--- src/rtl/mem_port_arbiter_if.sv ---
// Bus bundle between the fetch stage, the memory stage,
// the unified memory port and the port arbiter.
interface mem_port_arbiter_if #(
  parameter int ADDR_W = 32,
  parameter int DATA_W = 32
);
  logic              if_req;
  logic [ADDR_W-1:0] if_addr;
  logic [DATA_W-1:0] if_rdata;
  logic              if_ack;

  logic              dm_req;
  logic              dm_we;
  logic [ADDR_W-1:0] dm_addr;
  logic [DATA_W-1:0] dm_wdata;
  logic [DATA_W-1:0] dm_rdata;
  logic              dm_ack;

  logic              mem_req;
  logic              mem_we;
  logic [ADDR_W-1:0] mem_addr;
  logic [DATA_W-1:0] mem_wdata;
  logic [DATA_W-1:0] mem_rdata;
  logic              mem_ready;

  logic              stall_if;
  logic              stall_mem;
  logic              busy;

  modport slave (
    input  if_req, if_addr,
    output if_rdata, if_ack,
    input  dm_req, dm_we, dm_addr, dm_wdata,
    output dm_rdata, dm_ack,
    output mem_req, mem_we, mem_addr, mem_wdata,
    input  mem_rdata, mem_ready,
    output stall_if, stall_mem, busy
  );

  modport master (
    output if_req, if_addr,
    input  if_rdata, if_ack,
    output dm_req, dm_we, dm_addr, dm_wdata,
    input  dm_rdata, dm_ack,
    input  mem_req, mem_we, mem_addr, mem_wdata,
    output mem_rdata, mem_ready,
    input  stall_if, stall_mem, busy
  );
endinterface

--- src/rtl/mem_port_arbiter.sv ---
// Single-port memory arbiter: fetch vs data with data priority
// and a starvation counter that guarantees fetch progress.
module mem_port_arbiter #(
  parameter int ADDR_W     = 32,
  parameter int DATA_W     = 32,
  parameter int STARVE_MAX = 4
) (
  input logic              clk,
  input logic              reset,
  mem_port_arbiter_if.slave bus
);

  typedef enum logic [1:0] {
    IDLE,
    BUSY_IF,
    BUSY_DM,
    RESP
  } state_t;

  localparam logic [3:0] SMAX = 4'(STARVE_MAX);

  state_t            state, state_n;
  logic [3:0]        starve_cnt, starve_n;
  logic              req_q, req_n;
  logic              we_q, we_n;
  logic [ADDR_W-1:0] addr_q, addr_n;
  logic [DATA_W-1:0] wdata_q, wdata_n;
  logic [DATA_W-1:0] if_rd_q, if_rd_n;
  logic [DATA_W-1:0] dm_rd_q, dm_rd_n;
  logic              if_ack_q, if_ack_n;
  logic              dm_ack_q, dm_ack_n;
  logic              pick_dm, pick_if;
  logic [3:0]        starve_inc;

  // Fetch wins only once it has been passed over STARVE_MAX times.
  assign pick_dm = bus.dm_req &
                   ~(bus.if_req & (starve_cnt == SMAX));
  assign pick_if = bus.if_req & ~pick_dm;

  assign starve_inc = (starve_cnt == SMAX) ? SMAX
                                           : starve_cnt + 4'd1;

  always_ff @(posedge clk or negedge reset) begin
    if (!reset) begin
      state      <= IDLE;
      starve_cnt <= '0;
      req_q      <= 1'b0;
      we_q       <= 1'b0;
      addr_q     <= '0;
      wdata_q    <= '0;
      if_rd_q    <= '0;
      dm_rd_q    <= '0;
      if_ack_q   <= 1'b0;
      dm_ack_q   <= 1'b0;
    end else begin
      state      <= state_n;
      starve_cnt <= starve_n;
      req_q      <= req_n;
      we_q       <= we_n;
      addr_q     <= addr_n;
      wdata_q    <= wdata_n;
      if_rd_q    <= if_rd_n;
      dm_rd_q    <= dm_rd_n;
      if_ack_q   <= if_ack_n;
      dm_ack_q   <= dm_ack_n;
    end
  end

  always_comb begin
    state_n  = state;
    starve_n = starve_cnt;
    req_n    = req_q;
    we_n     = we_q;
    addr_n   = addr_q;
    wdata_n  = wdata_q;
    if_rd_n  = if_rd_q;
    dm_rd_n  = dm_rd_q;
    if_ack_n = 1'b0;
    dm_ack_n = 1'b0;
    unique case (state)
      IDLE: begin
        unique case (1'b1)
          pick_dm: begin
            state_n  = BUSY_DM;
            req_n    = 1'b1;
            we_n     = bus.dm_we;
            addr_n   = bus.dm_addr;
            wdata_n  = bus.dm_wdata;
            starve_n = bus.if_req ? starve_inc : 4'd0;
          end
          pick_if: begin
            state_n  = BUSY_IF;
            req_n    = 1'b1;
            we_n     = 1'b0;
            addr_n   = bus.if_addr;
            starve_n = 4'd0;
          end
          default: ;
        endcase
      end
      BUSY_IF: begin
        if (bus.mem_ready) begin
          state_n  = RESP;
          req_n    = 1'b0;
          if_ack_n = 1'b1;
          if_rd_n  = bus.mem_rdata;
        end
      end
      BUSY_DM: begin
        if (bus.mem_ready) begin
          state_n  = RESP;
          req_n    = 1'b0;
          dm_ack_n = 1'b1;
          if (!we_q) dm_rd_n = bus.mem_rdata;
        end
      end
      RESP: state_n = IDLE;
      default: state_n = IDLE;
    endcase
  end

  assign bus.mem_req   = req_q;
  assign bus.mem_we    = we_q;
  assign bus.mem_addr  = addr_q;
  assign bus.mem_wdata = wdata_q;
  assign bus.if_rdata  = if_rd_q;
  assign bus.dm_rdata  = dm_rd_q;
  assign bus.if_ack    = if_ack_q;
  assign bus.dm_ack    = dm_ack_q;
  assign bus.stall_if  = bus.if_req & ~if_ack_q;
  assign bus.stall_mem = bus.dm_req & ~dm_ack_q;
  assign bus.busy      = (state != IDLE);

endmodule
--- src/flat_wrapper.sv ---
// flat-port wrapper written by rule: the top's interface ports become plain ports
module mem_port_arbiter_flat 
#(
  parameter int ADDR_W     = 32,
  parameter int DATA_W     = 32,
  parameter int STARVE_MAX = 4
)
  (clk, reset, bus_if_req, bus_if_addr, bus_if_rdata, bus_if_ack, bus_dm_req, bus_dm_we, bus_dm_addr, bus_dm_wdata, bus_dm_rdata, bus_dm_ack, bus_mem_req, bus_mem_we, bus_mem_addr, bus_mem_wdata, bus_mem_rdata, bus_mem_ready, bus_stall_if, bus_stall_mem, bus_busy);
  mem_port_arbiter_if #(.ADDR_W(ADDR_W), .DATA_W(DATA_W)) bus_i ();
  input logic clk;
  input logic reset;
  input wire logic [$bits(bus_i.if_req)-1:0] bus_if_req;
  input wire logic [$bits(bus_i.if_addr)-1:0] bus_if_addr;
  output wire logic [$bits(bus_i.if_rdata)-1:0] bus_if_rdata;
  output wire logic [$bits(bus_i.if_ack)-1:0] bus_if_ack;
  input wire logic [$bits(bus_i.dm_req)-1:0] bus_dm_req;
  input wire logic [$bits(bus_i.dm_we)-1:0] bus_dm_we;
  input wire logic [$bits(bus_i.dm_addr)-1:0] bus_dm_addr;
  input wire logic [$bits(bus_i.dm_wdata)-1:0] bus_dm_wdata;
  output wire logic [$bits(bus_i.dm_rdata)-1:0] bus_dm_rdata;
  output wire logic [$bits(bus_i.dm_ack)-1:0] bus_dm_ack;
  output wire logic [$bits(bus_i.mem_req)-1:0] bus_mem_req;
  output wire logic [$bits(bus_i.mem_we)-1:0] bus_mem_we;
  output wire logic [$bits(bus_i.mem_addr)-1:0] bus_mem_addr;
  output wire logic [$bits(bus_i.mem_wdata)-1:0] bus_mem_wdata;
  input wire logic [$bits(bus_i.mem_rdata)-1:0] bus_mem_rdata;
  input wire logic [$bits(bus_i.mem_ready)-1:0] bus_mem_ready;
  output wire logic [$bits(bus_i.stall_if)-1:0] bus_stall_if;
  output wire logic [$bits(bus_i.stall_mem)-1:0] bus_stall_mem;
  output wire logic [$bits(bus_i.busy)-1:0] bus_busy;
  assign bus_i.if_req = bus_if_req;
  assign bus_i.if_addr = bus_if_addr;
  assign bus_if_rdata = bus_i.if_rdata;
  assign bus_if_ack = bus_i.if_ack;
  assign bus_i.dm_req = bus_dm_req;
  assign bus_i.dm_we = bus_dm_we;
  assign bus_i.dm_addr = bus_dm_addr;
  assign bus_i.dm_wdata = bus_dm_wdata;
  assign bus_dm_rdata = bus_i.dm_rdata;
  assign bus_dm_ack = bus_i.dm_ack;
  assign bus_mem_req = bus_i.mem_req;
  assign bus_mem_we = bus_i.mem_we;
  assign bus_mem_addr = bus_i.mem_addr;
  assign bus_mem_wdata = bus_i.mem_wdata;
  assign bus_i.mem_rdata = bus_mem_rdata;
  assign bus_i.mem_ready = bus_mem_ready;
  assign bus_stall_if = bus_i.stall_if;
  assign bus_stall_mem = bus_i.stall_mem;
  assign bus_busy = bus_i.busy;
  mem_port_arbiter #(.ADDR_W(ADDR_W), .DATA_W(DATA_W), .STARVE_MAX(STARVE_MAX)) u_core (.clk(clk), .reset(reset), .bus(bus_i));
endmodule
--- config.mk ---
export PLATFORM = sky130hd
export DESIGN_NAME = mem_port_arbiter_flat
export DESIGN_NICKNAME = d
export VERILOG_FILES = /design/src/rtl/mem_port_arbiter_if.sv /design/src/rtl/mem_port_arbiter.sv /design/src/flat_wrapper.sv
export SDC_FILE = /design/constraint.sdc
export NUM_CORES = 1
export LEC_CHECK = 0
export BUFFER_PORTS_ARGS = -buffer_cell sky130_fd_sc_hd__buf_2
export CAP_MARGIN = 20
export CORE_ASPECT_RATIO = 1.25
export CORE_MARGIN = 2
export CORE_UTILIZATION = 45
export CTS_BUF_LIST = sky130_fd_sc_hd__clkbuf_8
export DETAILED_ROUTE_END_ITERATION = 12
export GPL_ROUTABILITY_DRIVEN = 0
export PLACE_DENSITY = 0.77
export REMOVE_ABC_BUFFERS = 1
export SLEW_MARGIN = 20
export SYNTH_ARGS = -nofsm -noshare
export SYNTH_HDL_FRONTEND = slang
export SYNTH_SLANG_ARGS = --single-unit
--- constraint.sdc ---
create_clock -name clk -period 2.1 [get_ports clk]
set_input_delay 0.42 -clock clk [delete_from_list [all_inputs] [get_ports clk]]
set_output_delay 0.42 -clock clk [all_outputs]
set_load 0.02 [all_outputs]
# After elaboration in Yosys (flattened, before gate mapping)
# Index checks and enable logic that the tools add are counted.
# op_classes
n_addsub	1
n_eq_ne	7
mux	14
bitwise_logic	10
n_reduce_logical	12
# op_table
operator	n
$pmux W32 S2	1
$mux W4	2
$pmux W4 S2	1
$reduce_and A2 Y1	4
$pmux W2 S3	1
$reduce_and A3 Y1	2
$reduce_bool A2 Y1	3
$and A1 B1 Y1	5
$mux W1	5
$not A1 Y1	5
$add A4 B1 Y4 const B	1
$eq A2 B2 Y1 const B	2
$eq A4 B3 Y1 const B	1
$pmux W1 S2	2
$pmux W2 S2	1
$reduce_or A2 Y1	2
$ne A3 B1 Y1 const B	1
$eq A2 B1 Y1 const B	1
$logic_not A2 Y1	1
$mux W2	1
$ne A2 B1 Y1 const B	1
$ne A2 B2 Y1 const B	1
# word_totals
ff_bits	138
in_bits	134
out_inout_bits	135
wordCells	54

# Logic depth before layout (Yosys ltp)
# depth
ltp_word	9
ltp_mapped	7
mapped_depth_nobuf	5

# Worst setup path after synthesis
# OpenSTA, ideal clock, no wires.
# synth_timing
path_type	register to register
startpoint	register u_core.starve_cnt[0]
endpoint	register u_core.wdata_q[10], in the netlist u_core.bus.mem_wdata[10]
setup_time_ns	0.125
t_arrival_ns	1.575
t_required_ns	1.975
setup_slack_ns	0.400
path_stages_with_launch	8
n_path_buf	2
period_less_slack_ns	1.700
path_cell_list	dfrtp_1 inv_1 ha_1 nand4b_4 and3_1 buf_6 buf_6 mux2_4
# synth_via
elab_chain_cells	5
# synth_rtl
item	line	text
start: declaration	mem_port_arbiter.sv:23	logic [3:0] starve_cnt, starve_n;
start signal: assignment	mem_port_arbiter.sv:57	starve_cnt <= starve_n;
$eq A4 B3 Y1	mem_port_arbiter.sv:37	~(bus.if_req & (starve_cnt == SMAX));
$and A1 B1 Y1	mem_port_arbiter.sv:37	
$not A1 Y1	mem_port_arbiter.sv:37	
$and A1 B1 Y1	mem_port_arbiter.sv:36	assign pick_dm = bus.dm_req &
$reduce_and A2 Y1 (no source line)	-	
end signal: assignment	mem_port_arbiter.sv:61	wdata_q <= wdata_n;
end: declaration	mem_port_arbiter.sv:27	logic [DATA_W-1:0] wdata_q, wdata_n;
# No other way between the ends.
# A chain may end at the register's enable or synchronous reset.

# Final worst setup path
# layout_timing
startpoint	register u_core.state[0]
endpoint	output port bus_busy
# layout_via
elab_chain_cells	1
# layout_rtl
item	line	text
start: declaration	mem_port_arbiter.sv:22	state_t state, state_n;
start signal: assignment	mem_port_arbiter.sv:56	state <= state_n;
$reduce_bool A2 Y1	mem_port_arbiter.sv:132	assign bus.busy = (state != IDLE);
end: declaration	flat_wrapper.sv:30	output wire logic [$bits(bus_i.busy)-1:0] bus_busy;
# No other way between the ends.

==> results.ini <==
[run_status]
status = finished, final reports clean

[logic_synthesis]
synth_compound_area_share_pct = 5.629
synth.distinct_cells = 32
ys_warn_count = 0
synthCells = 451
synthSimpleGateAreaFrac_pct = 10.26
yosysTopAreaCellShare_pct = 58.85
synth_area_leaders = dfrtp_1, mux2_2, mux2_4
synth_top_family_by_area = multiplexers
synth_fa_ha_area_share_pct = 1.493
ys_seq_elements = 138
syn_avg_cell_area_um2 = 13.01
syn_area_um2 = 5868
synth.area.mux_share_pct = 20.34
yosysTopAreaCell = dfrtp_1
seq_area_frac_synth_pct = 58.85
synthXorXnorAreaFrac_pct = 0.1493

[floorplan]
core-area_um2 = 12720
die_y_um = 131.7
dieArea_um2 = 13980
fp.dieW_um = 106.1
start_util_pct = 46.13
rows = 46
pin_count = 269

[critical_path]
required_ns = 1.68
timing.rr.start = u_core.starve_cnt[0]$_DFFE_PN0P_
arrival_ns = 1.54
crit_path_start = u_core.state[0]$_DFFE_PN0P_
critPathKind = reg2out
worstPathMaxFanout = 11
end_kind = output port
cp-start-kind = register

[global_route]
grt_antenna_before_repair = 0
grt_overflow = 0
grt_start_max_net_pins = 46
grt_pass1_wl_um = 25040
grt.total_usage_pct = 23.16
grt_pass1_vias = 5013

[finish]
drive_gt1_share_pct = 56.69
multiInputGateArea_um2 = 2243
ff_latch_area_um2 = 3453
num-nets-final = 860
n_fill_cell = 1047
stdcell_count = 900
area_growth_pct = 34.52
antennaDiodeCount = 0

[routing]
ant_nets = 0
drt-vias-per-instance = 5.201
dr.pass1.iters = 4
wl_per_cell_um = 17.56
drtIter0Drc = 148
drc = 0
vias = 4681
routed_wirelength_um = 15800

[timing]
fin_crit_sh_pct = 93.13
worst_slew_pin_slew_ns = 0.5364
finalSetupTns_ns = 0
drv_slew = 0
finClkSkew_ns = 0.01431
fmax_ghz = 0.5113
relSlewSlack_pct = 64.16
hold_viol_final = 0
rsz0062_at_grt = false
min_period_ns = 1.956
setup_viol = 0

[clock_network]
cts_tree = built
cts-root-buf = clkbuf_8
cts_sinks = 138
insertion_delay_ns = 0.44
cts_max_level = 4
cts_setup_buffers = 0
clk_pin_slew_ns = 0.09
clock_path_buffers = 2
cts_buffers = 17

[power]
power.density_nw_per_um2 = 1677
vdd_ir_drop_max_mv = 0.7334
power.leakage_nw = 3.917
power.total_mw = 13.24

[worst_hold_path]
hold_class = in2reg
hp-start = bus_dm_wdata[4]

[place]
dpl.hpwl_um = 11950
numPortBuffers = 268
placed_cells = 867

[flow_run]
drv_cap = 0

metrics by stage:
step	hold slack (ns)	setup WS, ns	instance area [um^2]	util (%)
3_5_place_dp	0.3507	0.2142	7428	58.40
4_1_cts	0.1855	0.05872	7894	62.06
5_1_grt	0.1711	0.03025	7894	62.06
6_report	0.2115	0.1444	7894	62.06
2_1_floorplan	0.1244	-1.025	5702	-
3_3_place_gp	0.3499	0.2730	7428	58.40
cells in the final DEF, fill, tap and decap left out, drive strengths merged:
cell type and n:
nor2b 4, ha 7, a21oi 2, clkbuf 19, mux2 96, nor3b 1, nor2 3, nand3 2
o21a 1, nand4 33, dlygate4sd3 1, inv 13, nor3 2, o31ai 2, bufinv 3, clkinv 4
dfrtp 138, and3b 1, buf 281, and3 2, nand4b 1, nand2b 1, nand3b 1, a2bb2oi 1
o2bb2ai 1, xor2 1, and2 1, o211ai 34, nand2 71, o21ai 5
registers in the layout, indices dropped and copies added (netlist names):
register / count
u_core.bus.mem_wdata: 32
u_core.bus.if_ack: 1
u_core.state: 2
u_core.bus.dm_ack: 1
u_core.starve_cnt: 4
u_core.bus.dm_rdata: 32
u_core.bus.if_rdata: 32
u_core.bus.mem_we: 1
u_core.bus.mem_addr: 32
u_core.bus.mem_req: 1
report_power, final:
part / internal [mW] / total (mW) / switching, mW / leakage (nW)
combinational: 2.62 / 6.15 / 3.53 / 2.02
sequential: 3.97 / 4.70 / 0.730 / 1.67
clock: 1.28 / 2.39 / 1.11 / 0.227
timing repair:
action	4_1_cts	5_1_grt
hold endpoints to repair	40	0
pin swaps	0	0
setup endpoints to repair	1	1
gates resized for setup	2	2
cloned	0	0
hold buffers	1	0
worst paths after layout:
kind / endpoint / depth (start not counted) / slack [ns]
worst max-delay path: bus_busy / 5 / 0.14
worst min-delay path: u_core.bus.mem_wdata[4]$_DFFE_PN0P_ / 2 / 0.21
worst max register to register: u_core.bus.mem_wdata[31]$_DFFE_PN0P_ / 6 / 0.29
worst min register to register: u_core.bus.mem_we$_DFFE_PN0P_ / 2 / 0.48
max in group asynchronous: u_core.bus.mem_wdata[29]$_DFFE_PN0P_ / 3 / 0.92
min in group asynchronous: u_core.bus.if_rdata[22]$_DFFE_PN0P_ / 2 / 0.44
logic make-up (layout without fill, tap and decap cells):
group | after synthesis | count (layout)
simple gates | 123 | 123
mux | 96 | 96
fa+ha+maj | 7 | 7
flops | 138 | 138
xor+xnor | 1 | 1
buf+inv | 40 | 321
compound gates | 46 | 46
critical path: stages (launching register included):
cell     delay (ns)
dfrtp_1        0.43
inv_2          0.11
ha_4           0.19
buf_4          0.19
inv_1          0.05
buf_2          0.15
per-layer routing:
metal	track usage [%]	part of all wire (%)	vias to the layer above	wire length [um]
li1	-	-	2139	-
met5	0	0	-	0
met4	11.04	3.6	0	573
met3	7.391	7.5	37	1187
met1	25.49	37	2284	5917
met2	40.06	51	221	8122
cell type report:
class / instances / share of cell area (%)
Clock buffer: 19 / 3.313
Clock inverter: 13 / 2.298
Inverter: 7 / 0.3329
Multi-Input combinational cell: 273 / 28.42
Sequential cell: 138 / 43.75
Tap cell: 168 / 2.663
Timing Repair Buffer: 282 / 19.23
synth_stat cells:
| cell type | n |
|---|---|
| mux2_2 | 65 |
| o21ai_0 | 3 |
| nand3b_1 | 1 |
| xor2_1 | 1 |
| nor3b_1 | 1 |
| nor3_1 | 2 |
| buf_2 | 10 |
| dfrtp_1 | 138 |
| nand4_1 | 33 |
| o21ai_1 | 2 |
| ha_1 | 7 |
| o211ai_1 | 34 |
| nand3_1 | 2 |
| buf_1 | 3 |
| nor2b_1 | 4 |
| nand2b_1 | 1 |
| and3_1 | 2 |
| o21a_1 | 1 |
| o2bb2ai_1 | 1 |
| inv_1 | 7 |
| mux2_4 | 30 |
| and2_1 | 1 |
| nand2_1 | 71 |
| a2bb2oi_1 | 1 |
| a21oi_1 | 2 |
| nor2_1 | 3 |
| and3b_1 | 1 |
| clkbuf_1 | 16 |
| nand4b_4 | 1 |
| mux2_1 | 1 |
| buf_6 | 4 |
| o31ai_1 | 2 |
Note: power is estimated with default switching activity, not from simulation.
